$ cat config.mk
export PLATFORM = sky130hd
export DESIGN_NAME = return_addr_stack
export DESIGN_NICKNAME = d
export VERILOG_FILES = /design/src/rtl/return_addr_stack_pkg.sv /design/src/rtl/return_addr_stack_ras_ptr.sv /design/src/rtl/return_addr_stack.sv
export SDC_FILE = /design/constraint.sdc
export NUM_CORES = 1
export LEC_CHECK = 0
export ABC_AREA = 1
export CAP_MARGIN = 20
export CORE_ASPECT_RATIO = 1.25
export CORE_MARGIN = 10
export CORE_UTILIZATION = 60
export CTS_BUF_LIST = sky130_fd_sc_hd__clkbuf_8
export DETAILED_ROUTE_END_ITERATION = 7
export PLACE_DENSITY = 0.87
export SYNTH_ARGS = -nofsm -noshare
export SYNTH_HDL_FRONTEND = slang
export SYNTH_SLANG_ARGS = --single-unit
$ cat constraint.sdc
create_clock -name clk -period 23 [get_ports clk]
set_input_delay 2.3 -clock clk [delete_from_list [all_inputs] [get_ports clk]]
set_output_delay 2.3 -clock clk [all_outputs]
set_load 0.005 [all_outputs]
$ cat src/rtl/return_addr_stack_pkg.sv
// Shared frontend package: opcode constants, link-register helpers and
// return-address-stack sizing/link constants used by the RAS block.
package return_addr_stack_pkg;

  // Major opcodes recognised by the pre-decoder for call/return detection.
  localparam logic [6:0] OPC_JAL  = 7'b1101111;
  localparam logic [6:0] OPC_JALR = 7'b1100111;

  // A call links to the instruction following it (uncompressed, 4 bytes).
  localparam logic [31:0] RAS_LINK_OFFSET = 32'd4;

  // Default stack depth; must be a power of two and at least 2.
  localparam int RAS_DEPTH_DEFAULT = 8;

  // Operation applied to the speculative stack in a given cycle.
  typedef enum logic [1:0] {
    RAS_OP_NONE    = 2'd0,
    RAS_OP_PUSH    = 2'd1,
    RAS_OP_POP     = 2'd2,
    RAS_OP_REPLACE = 2'd3
  } ras_op_e;

  // Pointer width for a stack of the given depth.
  function automatic int ras_ptr_w(input int depth);
    return (depth < 2) ? 1 : $clog2(depth);
  endfunction

  // x1 (ra) and x5 (t0) are the architectural link registers.
  function automatic logic is_link_reg(input logic [4:0] reg_idx);
    return (reg_idx == 5'd1) || (reg_idx == 5'd5);
  endfunction

endpackage

$ cat src/rtl/return_addr_stack_ras_ptr.sv
// Circular stack pointer plus saturating occupancy count. The optional load
// replaces the current pair as the base before push/pop is applied, which
// lets the speculative copy resynchronise to the committed copy including a
// commit happening in the same cycle.
module ras_ptr
  import return_addr_stack_pkg::*;
#(
  parameter  int DEPTH = RAS_DEPTH_DEFAULT,
  localparam int PTR_W = ras_ptr_w(DEPTH),
  localparam int CNT_W = PTR_W + 1
) (
  input  logic             clk,
  input  logic             rst,
  input  logic             load,
  input  logic [PTR_W-1:0] load_sp,
  input  logic [CNT_W-1:0] load_cnt,
  input  logic             push,
  input  logic             pop,
  output logic [PTR_W-1:0] sp,
  output logic [CNT_W-1:0] cnt
);

  localparam logic [CNT_W-1:0] CNT_MAX = CNT_W'(DEPTH);

  logic [PTR_W-1:0] sp_r;
  logic [CNT_W-1:0] cnt_r;
  logic [PTR_W-1:0] base_sp_s;
  logic [CNT_W-1:0] base_cnt_s;
  logic [PTR_W-1:0] sp_nxt_s;
  logic [CNT_W-1:0] cnt_nxt_s;

  // Next pointer/count: pick the base, then apply push (saturating) or pop (guarded).
  always_comb begin
    base_sp_s  = sp_r;
    base_cnt_s = cnt_r;
    if (load) begin
      base_sp_s  = load_sp;
      base_cnt_s = load_cnt;
    end else begin
      base_sp_s  = sp_r;
      base_cnt_s = cnt_r;
    end

    sp_nxt_s  = base_sp_s;
    cnt_nxt_s = base_cnt_s;
    if (push && !pop) begin
      sp_nxt_s = base_sp_s + PTR_W'(1);
      if (base_cnt_s != CNT_MAX) begin
        cnt_nxt_s = base_cnt_s + CNT_W'(1);
      end else begin
        cnt_nxt_s = base_cnt_s;
      end
    end else if (pop && !push && (base_cnt_s != {CNT_W{1'b0}})) begin
      sp_nxt_s  = base_sp_s - PTR_W'(1);
      cnt_nxt_s = base_cnt_s - CNT_W'(1);
    end else begin
      sp_nxt_s  = base_sp_s;
      cnt_nxt_s = base_cnt_s;
    end
  end

  // Pointer/count state register with asynchronous reset to an empty stack.
  always_ff @(posedge clk or posedge rst) begin
    if (rst) begin
      sp_r  <= {PTR_W{1'b0}};
      cnt_r <= {CNT_W{1'b0}};
    end else begin
      sp_r  <= sp_nxt_s;
      cnt_r <= cnt_nxt_s;
    end
  end

  assign sp  = sp_r;
  assign cnt = cnt_r;

endmodule

$ cat src/rtl/return_addr_stack.sv
// Return address stack fed by the pre-decoder. A speculative pointer/count
// drives same-cycle return prediction; a committed pointer/count follows the
// retire stream and is copied back into the speculative one on flush. The
// storage itself is shared and never rewritten by flush.
module return_addr_stack
  import return_addr_stack_pkg::*;
#(
  parameter int ADDR_WIDTH = 32,
  parameter int DEPTH      = RAS_DEPTH_DEFAULT
) (
  input  logic                  clk,
  input  logic                  rst,
  input  logic                  pdec_valid,
  input  logic                  pdec_call,
  input  logic                  pdec_ret,
  input  logic [ADDR_WIDTH-1:0] inst_pc,
  input  logic                  commit_call,
  input  logic                  commit_ret,
  input  logic                  flush,
  output logic [ADDR_WIDTH-1:0] ras_target,
  output logic                  ras_hit,
  output logic                  ras_empty,
  output logic                  ras_full
);

  localparam int PTR_W = ras_ptr_w(DEPTH);
  localparam int CNT_W = PTR_W + 1;

  logic [ADDR_WIDTH-1:0] entry_r [DEPTH];

  logic [PTR_W-1:0]      spec_sp_s;
  logic [CNT_W-1:0]      spec_cnt_s;
  logic [PTR_W-1:0]      cmt_sp_s;
  logic [CNT_W-1:0]      cmt_cnt_s;

  ras_op_e               op_s;
  logic                  empty_s;
  logic                  spec_push_s;
  logic                  spec_pop_s;
  logic                  wr_en_s;
  logic [PTR_W-1:0]      wr_addr_s;
  logic [PTR_W-1:0]      top_addr_s;
  logic [ADDR_WIDTH-1:0] link_s;

  assign empty_s    = (spec_cnt_s == {CNT_W{1'b0}});
  assign top_addr_s = spec_sp_s - PTR_W'(1);
  assign link_s     = inst_pc + ADDR_WIDTH'(RAS_LINK_OFFSET);

  // Classify this cycle's pre-decode activity; flush suppresses it entirely.
  always_comb begin
    op_s = RAS_OP_NONE;
    if (flush) begin
      op_s = RAS_OP_NONE;
    end else if (pdec_valid) begin
      case ({pdec_call, pdec_ret})
        2'b11:   op_s = empty_s ? RAS_OP_PUSH : RAS_OP_REPLACE;
        2'b10:   op_s = RAS_OP_PUSH;
        2'b01:   op_s = RAS_OP_POP;
        default: op_s = RAS_OP_NONE;
      endcase
    end else begin
      op_s = RAS_OP_NONE;
    end
  end

  // On flush the speculative pair loads the committed pair and replays this cycle's commit.
  always_comb begin
    spec_push_s = 1'b0;
    spec_pop_s  = 1'b0;
    if (flush) begin
      spec_push_s = commit_call;
      spec_pop_s  = commit_ret;
    end else begin
      spec_push_s = (op_s == RAS_OP_PUSH);
      spec_pop_s  = (op_s == RAS_OP_POP);
    end
  end

  // Storage write port: a push fills the slot at the pointer, a replace rewrites the top.
  always_comb begin
    wr_en_s   = 1'b0;
    wr_addr_s = spec_sp_s;
    case (op_s)
      RAS_OP_PUSH: begin
        wr_en_s   = 1'b1;
        wr_addr_s = spec_sp_s;
      end
      RAS_OP_REPLACE: begin
        wr_en_s   = 1'b1;
        wr_addr_s = top_addr_s;
      end
      default: begin
        wr_en_s   = 1'b0;
        wr_addr_s = spec_sp_s;
      end
    endcase
  end

  ras_ptr #(.DEPTH(DEPTH)) u_spec_ptr (
    .clk      (clk),
    .rst      (rst),
    .load     (flush),
    .load_sp  (cmt_sp_s),
    .load_cnt (cmt_cnt_s),
    .push     (spec_push_s),
    .pop      (spec_pop_s),
    .sp       (spec_sp_s),
    .cnt      (spec_cnt_s)
  );

  ras_ptr #(.DEPTH(DEPTH)) u_cmt_ptr (
    .clk      (clk),
    .rst      (rst),
    .load     (1'b0),
    .load_sp  ({PTR_W{1'b0}}),
    .load_cnt ({CNT_W{1'b0}}),
    .push     (commit_call),
    .pop      (commit_ret),
    .sp       (cmt_sp_s),
    .cnt      (cmt_cnt_s)
  );

  // Return-address storage; cleared on reset, written only by speculative push/replace.
  always_ff @(posedge clk or posedge rst) begin
    if (rst) begin
      for (int i = 0; i < DEPTH; i++) begin
        entry_r[i] <= {ADDR_WIDTH{1'b0}};
      end
    end else if (wr_en_s) begin
      entry_r[wr_addr_s] <= link_s;
    end
  end

  assign ras_target = empty_s ? {ADDR_WIDTH{1'b0}} : entry_r[top_addr_s];
  assign ras_hit    = pdec_valid & pdec_ret & ~empty_s;
  assign ras_empty  = empty_s;
  assign ras_full   = (spec_cnt_s == CNT_W'(DEPTH));

endmodule

# Word-level counts from Yosys, hierarchy flattened
# Cells that the tools add are included.
[word_totals] word_cells=84 inputBits=40 register_bits=270
[classes] addsub=10 n_reduce_logical=17 bitwise_logic=5 order_cmp=3 n_eq_ne=10 muxes=27
[op_table] op="$bwmux W256" count=1
[op_table] op="$mux W32" count=4
[op_table] op="$bmux W32 S3" count=1
[op_table] op="$demux W32 S3" count=1
[op_table] op="$add A32 B3 Y32 const B" count=1
[op_table] op="$mux W4" count=7
[op_table] op="$mux W3" count=6
[op_table] op="$sub A3 B1 Y3 const B" count=3
[op_table] op="$add A4 B1 Y4 const B" count=2
[op_table] op="$eq A2 B2 Y1 const B" count=4
[op_table] op="$ge A4 B4 Y1 const B" count=2
[op_table] op="$ne A4 B4 Y1 const B" count=2
[op_table] op="$not A3 Y4" count=2
[op_table] op="$reduce_bool A4 Y1" count=2
[op_table] op="$sub A4 B1 Y4 const B" count=2
[op_table] op="$logic_and A1 B1 Y1" count=7
[op_table] op="$add A3 B1 Y3 const B" count=2
[op_table] op="$mux W2" count=3
[op_table] op="$pmux W2 S3" count=1
[op_table] op="$eq A2 B1 Y1 const B" count=2
[op_table] op="$eq A4 B4 Y1 const B" count=1
[op_table] op="$logic_not A1 Y1" count=4
[op_table] op="$logic_not A4 Y1" count=1
[op_table] op="$lt A4 B1 Y1 const B" count=1
[op_table] op="other kinds (7)" count=10

# Logic depth before layout (Yosys ltp)
# Gate-level depths: netlist (run 1).
[depth] word_depth=13 mapped_depth=13 ltp_nobuf=11

# Hierarchy
# A second synthesis (run 1) with hierarchy kept.
[hier_totals] hier_cells=1995 hier_area_um2=14645.3
[by_module_without_submodules] mod="return_addr_stack" area_each_um2=13409.1 cells_each=1805 n_inst=1 seq_area_each_um2=6406.1
[by_module_without_submodules] mod="ras_ptr" area_each_um2=618.1 cells_each=95 n_inst=2 seq_area_each_um2=175.2

# Worst setup path before layout (run 1)
# Ideal clock, no wire load.
[synth_path] path_kind="input -> output" startpoint="input pdec_valid" endpoint="output ras_hit" setup_slack_ps=18158 arrival_time_ps=2542 cell_stages=4 path_cell_list="nand2_1 -> inv_1 -> nand2_2 -> inv_1"
[synth_via] elab_chain_cells=2
[synth_lines] item="start, declared" line_no="return_addr_stack.sv:13" rtl="input logic pdec_valid,"
[synth_lines] item="$and A1 B1 Y1 (2 in series)" line_no="return_addr_stack.sv:135" rtl="assign ras_hit = pdec_valid & pdec_ret & ~empty_s;"
[synth_lines] item="end, declared" line_no="return_addr_stack.sv:21" rtl="output logic ras_hit,"
# Every way passes these cells.

# Final worst setup path (run 1)
[layout_path] startpoint="register u_spec_ptr.sp_r[0], in the netlist u_spec_ptr.sp[0]" endpoint="output ras_target[23]"
[layout_via] elab_chain_cells=6
[layout_lines] item="start, declared" line_no="return_addr_stack_ras_ptr.sv:25" rtl="logic [PTR_W-1:0] sp_r;"
[layout_lines] item="start signal, assigned" line_no="return_addr_stack_ras_ptr.sv:65" rtl="sp_r <= {PTR_W{1'b0}};"
[layout_lines] item="start signal, assigned" line_no="return_addr_stack_ras_ptr.sv:68" rtl="sp_r <= sp_nxt_s;"
[layout_lines] item="$sub A3 B1 Y3" line_no="return_addr_stack.sv:46" rtl="assign top_addr_s = spec_sp_s - PTR_W'(1);"
[layout_lines] item="$not A3 Y4 (implied by the code)" line_no="return_addr_stack.sv:134" rtl="assign ras_target = empty_s ? {ADDR_WIDTH{1'b0}} : entry_r[top_addr_s];"
[layout_lines] item="$bmux W32 S3" line_no="return_addr_stack.sv:134"
[layout_lines] item="$mux W32 (implied by the code) (2 in series)" line_no="return_addr_stack.sv:134"
[layout_lines] item="$mux W32" line_no="return_addr_stack.sv:134"
[layout_lines] item="end, declared" line_no="return_addr_stack.sv:20" rtl="output logic [ADDR_WIDTH-1:0] ras_target,"
# Every way passes these cells. The select of a mux whose other input is x is not followed.

==> qor.txt, run 1 <==
# IOs: 75
Crit path kind: flip-flop to output port
Most common cell after layout, fill and taps aside: nand2_1
Final wirelength: 42.6 mm
Placed cell count: 2186
Worst skew pair latency: 560 ps
Hold-fix buffers, CTS: 0
CTS Buffer Depth: 3
Die height: 193 microns
Status: finished clean
H-tree levels: 2
CTS tree: done
Cell family with most CP delay: buffers and inverters
Leakage: 8.06 nW
Core footprint: 23600 sq um
Mean Syn Cell Area: 7.41 sq um
Pins Over Slew Limit: 0
Startpoint Class: flip-flop
Max-Cap Viols: 0
Register area share after synthesis: 47.0%
Clock sink count: 270
Sum Neg Setup Slack: 0 ps
Final period utilization: 33.3%
Layout cells sized above 1: 6.14%
Crit end category: output port
Post-layout util: 67.3%
DR vias: 13992
Num CTS Buffers: 42
Initial DRT Pass Iterations: 7
Syn_nets: 1989
Wire per inst: 18.8 microns
Area grow syn2layout: 10.7%
Std-Cell Rows: 63
Fillers: 1910
Pwr dens: 156 nW/um^2
Pwr Total: 2.48 mW
Worst hold path type: flip-flop to flip-flop
Vias per std cell: 6.18
Req. time, crit path: 20700 ps
Gr usage total: 28.1%
Final Hold Vio Count: 0
Top_reg_cell synth: dfrtp_1
DRC Markers: 0
Critical Path Fanout Max: 75
Root Buffer: clkbuf_8
Die width: 158 microns
CP bufs+invs: 3
Worst Tran Pin Value: 1110 ps
Fmax: 130 MHz
Initial antenna violation count: 0
Count of state elements after synthesis: 270
CP arrival: 5360 ps
Tmin final: 7660 ps
Post-layout net count: 1989
HPWL after detailed placement: 24.3 mm
Vias in the first global route: 13635
EDFF count, synth: 0
Post-synthesis async set-or-reset flop share: 100%
Crit-path slowest cell: dfrtp_4
Final setup fails: 0
Gpl congestion: 0.944
Most frequent cells in the layout: nand2_1, nand3_1, dfrtp_1
Unique masters post-synth: 35
Max VDD drop: 0.000106 V
Die ar.: 30600 sq um
Layout Cells excl Fill: 2263
Most frequent CP cell: o21ai_0
1st-iter DRT viols: 1878
Largest net degree at the start of global routing: 131
N_diodes: 0
Port buffer count: 74
Gr ovfl total: 0
Clock-pin slew on the worst setup and hold paths: 60 ps
Final hold slack: 465 ps
Slew margin rel.: 25.1%
First-pass GRT wire length: 69.7 mm
Crit-path max cell delay: 990 ps
CP cell instances: clkinv_2, ha_2, buf_4, o21ai_0, o22ai_1, o21ai_0, a31oi_1, clkdlybuf4s50_1
Post-CTS setup buffers: 0
Antenna Nets Post-Route: 0
Synth Warn #: 0
Initial Util: 60.8%
Post-synthesis instance total: 1939
Mapped cell area: 14400 sq um
Post_cts resized: 0
RSZ-0062 raised after global routing: false
Worst Skew: 14.8 ps
==> cell type report <==
class                      count  area [sq um]  share of cell area (%)
multi-input combinational   1491          6790                    42.7
sequential                   270          6760                    42.5
timing repair buffer          93           903                    5.68
clock buffer                  61           840                    5.28
tap                          292           365                    2.30
inverter                      41           163                    1.02
clock inverter                15          91.3                   0.574
==> Yosys cell counts, types with 2 or more instances <==
library cell | count | area [sq um]
a31oi_1 | 32 | 200
buf_2 | 41 | 205
buf_4 | 36 | 270
buf_6 | 4 | 45.0
clkbuf_1 | 55 | 206
dfrtp_1 | 270 | 6760
fa_1 | 2 | 40.0
ha_1 | 8 | 100
inv_1 | 40 | 150
nand2_1 | 664 | 2490
nand2_2 | 3 | 18.8
nand2_4 | 3 | 33.8
nand3_1 | 277 | 1390
nand3b_1 | 11 | 82.6
nand4_1 | 7 | 43.8
nor2_1 | 237 | 890
nor2_2 | 6 | 37.5
nor2_4 | 3 | 33.8
o21ai_0 | 170 | 851
o22ai_1 | 32 | 200
xnor2_1 | 7 | 61.3
xor2_1 | 18 | 158
==> metrics by stage <==
stage / setup WS, ps / instance area [sq um]
after floorplan: 13260 / 14400
after global placement: 16230 / 15000
after detailed placement: 16200 / 15000
after CTS: 15620 / 15900
after global routing: 15180 / 15900
final: 15340 / 15900
==> tightest hold or removal path: stages (launching register included) <==
cell and delay [ps]:
dfrtp_1 340, nand2_1 50, nand2_1 40
==> state kept, by name, summed over array words and instances, names as in the netlist <==
signal          cells
u_spec_ptr.sp       3
u_spec_ptr.cnt      4
u_cmt_ptr.sp        3
u_cmt_ptr.cnt       4
entry_r           256
==> worst paths after layout <==
check	from	to	slack, ps	depth (start not counted)
setup / recovery	u_spec_ptr.sp[0]	ras_target[23]	15340	8
setup reg to reg	u_spec_ptr.sp[0]	entry_r[199]	17040	11
min in group asynchronous	rst	entry_r[179]	2340	2
hold / removal	entry_r[112]	entry_r[112]	460	2
max in group asynchronous	rst	u_spec_ptr.sp[0]	19040	3
hold reg to reg	entry_r[112]	entry_r[112]	460	2
==> report_power, final <==
part	internal (mW)	total (mW)	switching, mW
registers	0.689	0.834	0.144
clock network	0.245	0.438	0.193
logic	0.465	1.20	0.739
total	1.40	2.48	1.08
==> per-layer routing <==
layer | wire length (microns) | vias up | share of wire, % | track usage, %
met1 | 15700 | 6555 | 37 | 34.8
met2 | 20200 | 961 | 47 | 46.3
li1 | - | 6318 | - | -
met4 | 1790 | 0 | 4.2 | 12.5
met5 | 0 | - | 0 | 0
met3 | 4960 | 158 | 12 | 6.39
==> kinds of logic after synthesis <==
group | synth area share, %
buf+inv | 6.15
compound gates | 9.00
fa+ha+maj | 0.975
flops | 47.0
xor+xnor | 1.75
mux | 0.0696
simple gates | 35.1
Power figures use the tool's default switching activity.
==> run 2, diff against run 1 <==
Settings changed: CORE_UTILIZATION 60 to 57, PLACE_DENSITY 0.87 to 0.86.
Clock period 23 ns to 6.58 ns, I/O delays scaled along.
==> run 2 against run 1 <==
Core utilization decreased by 2.8 points. Sequential cell count unchanged. Combinational power increased to 3.5 times the previous value. First-iteration DRC count increased by 1.7%. Cell count increased by 1.8%. Critical path depth increased by 1. Sequential power increased to 3.5 times the previous value. Largest cell class unchanged. Largest power group unchanged.
==> qor.txt, run 2 (same netlist as run 1, synthesis figures left out) <==
Max-Cap Viols: 0
CP cell instances: clkinv_2, ha_2, inv_2, buf_4, o21ai_0, o22ai_1, o21ai_0, a31oi_1, clkdlybuf4s50_1
R2R depth: 10
Gr ovfl total: 0
1st-iter DRT viols: 1910
Wire per inst: 18.5 microns
Req. time, crit path: 5920 ps
Most frequent CP cell: o21ai_0
Final hold slack: 466 ps
Pwr Total: 8.57 mW
Critical Path Fanout Max: 50
Num CTS Buffers: 44
N_diodes: 0
Root Buffer: clkbuf_8
Largest register FFs: 256
Most common cell after layout, fill and taps aside: nand2_1
FF-to-FF setup slack: 2190 ps
Die height: 198 microns
Most frequent cells in the layout: nand2_1, nand3_1, dfrtp_1
HPWL after detailed placement: 24.6 mm
Port buffer count: 74
Worst hold path type: flip-flop to flip-flop
Fmax: 203 MHz
Initial Util: 58.3%
DRC Markers: 0
Area after DPL: 15000 sq um
Leakage: 8.05 nW
Sum Neg Setup Slack: 0 ps
Gr usage total: 26.3%
RR Endpoint: entry_r[33]
Crit-path slowest cell: dfrtp_4
Clock-pin slew on the worst setup and hold paths: 60 ps
Pwr dens: 539 nW/um^2
Die ar.: 32000 sq um
Crit path kind: flip-flop to output port
H-tree levels: 2
Initial DRT Pass Iterations: 6
Top reg by flops: entry_r
Worst Hold Path EP: entry_r[52]
Clock sink count: 270
Post-CTS setup buffers: 0
Tmin final: 4920 ps
Slew margin rel.: 17.3%
Vias per std cell: 6.01
Final period utilization: 74.7%
Crit end category: output port
Max VDD drop: 0.000325 V
DR vias: 13850
Reg2Reg Launch Point: u_spec_ptr.sp[0]
Hold-fix buffers, CTS: 0
Status: finished clean
Post-layout util: 64.5%
# IOs: 75
RSZ-0062 raised after global routing: false
Worst Tran Pin Value: 1240 ps
Cell area after layout: 15900 sq um
Worst Skew: 32.5 ps
Startpoint Class: flip-flop
Largest net degree at the start of global routing: 158
Layout cells sized above 1: 5.88%
Post-layout net count: 1992
Final wirelength: 42.6 mm
Hold Path Depth: 2
Worst skew pair latency: 570 ps
Crit-path max cell delay: 800 ps
Final setup fails: 0
First-pass GRT wire length: 69.7 mm
Gpl congestion: 0.982
Vias in the first global route: 13462
Worst hold start: entry_r[52]
CP arrival: 4260 ps
Post_cts resized: 0
Initial antenna violation count: 0
Fillers: 2173
Core footprint: 24700 sq um
Area grow syn2layout: 10.7%
CTS Buffer Depth: 3
CTS tree: done
Antenna Nets Post-Route: 0
Std-Cell Rows: 64
Die width: 162 microns
Pins Over Slew Limit: 0
Final Hold Vio Count: 0
[run 2: worst max path at each step]
stage / start / slack [ps] / to
2_1_floorplan: rst / 2350 / entry_r[0]
3_3_place_gp: flush / 2340 / entry_r[247]
3_5_place_dp: flush / 2330 / entry_r[188]
4_1_cts: u_spec_ptr.sp[0] / 1750 / ras_target[12]
5_1_grt: u_spec_ptr.sp[0] / 1490 / ras_target[30]
6_report: u_spec_ptr.sp[0] / 1660 / ras_target[26]
[run 2: layout make-up]
class | count | area (sq um) | share of cell area [%]
Timing Repair Buffer | 94 | 923 | 5.80
Multi-Input combinational cell | 1491 | 6790 | 42.7
Tap cell | 330 | 413 | 2.59
Clock buffer | 56 | 771 | 4.84
Clock inverter | 21 | 93.8 | 0.590
Sequential cell | 270 | 6760 | 42.5
Inverter | 41 | 159 | 0.999
[run 2: metrics by stage]
stage,setup WS [ps],std cells
floorplan,2350,1939
global placement,2340,2225
detailed placement,2330,2225
CTS,1750,2302
global route,1490,2303
finish,1660,2303
[run 2: critical path: cells and delay by family, from the launching register on]
kind | cells | cell delay (ps)
compound gates | 4 | 670
fa+ha+maj | 1 | 370
buf+inv | 4 | 1820
flops | 1 | 800
[run 2: power breakdown]
part | switching [mW] | internal (mW)
logic | 2.60 | 1.64
registers | 0.473 | 2.41
clock network | 0.685 | 0.763
total | 3.76 | 4.81
[run 2: layer usage]
metal / GRT usage (%) / routed length (microns) / vias to the layer above
li1: - / - / 6337
met1: 33.6 / 16500 / 6553
met2: 43.1 / 20300 / 828
met3: 4.32 / 4130 / 132
met4: 11.7 / 1590 / 0
met5: 0 / 0 / -
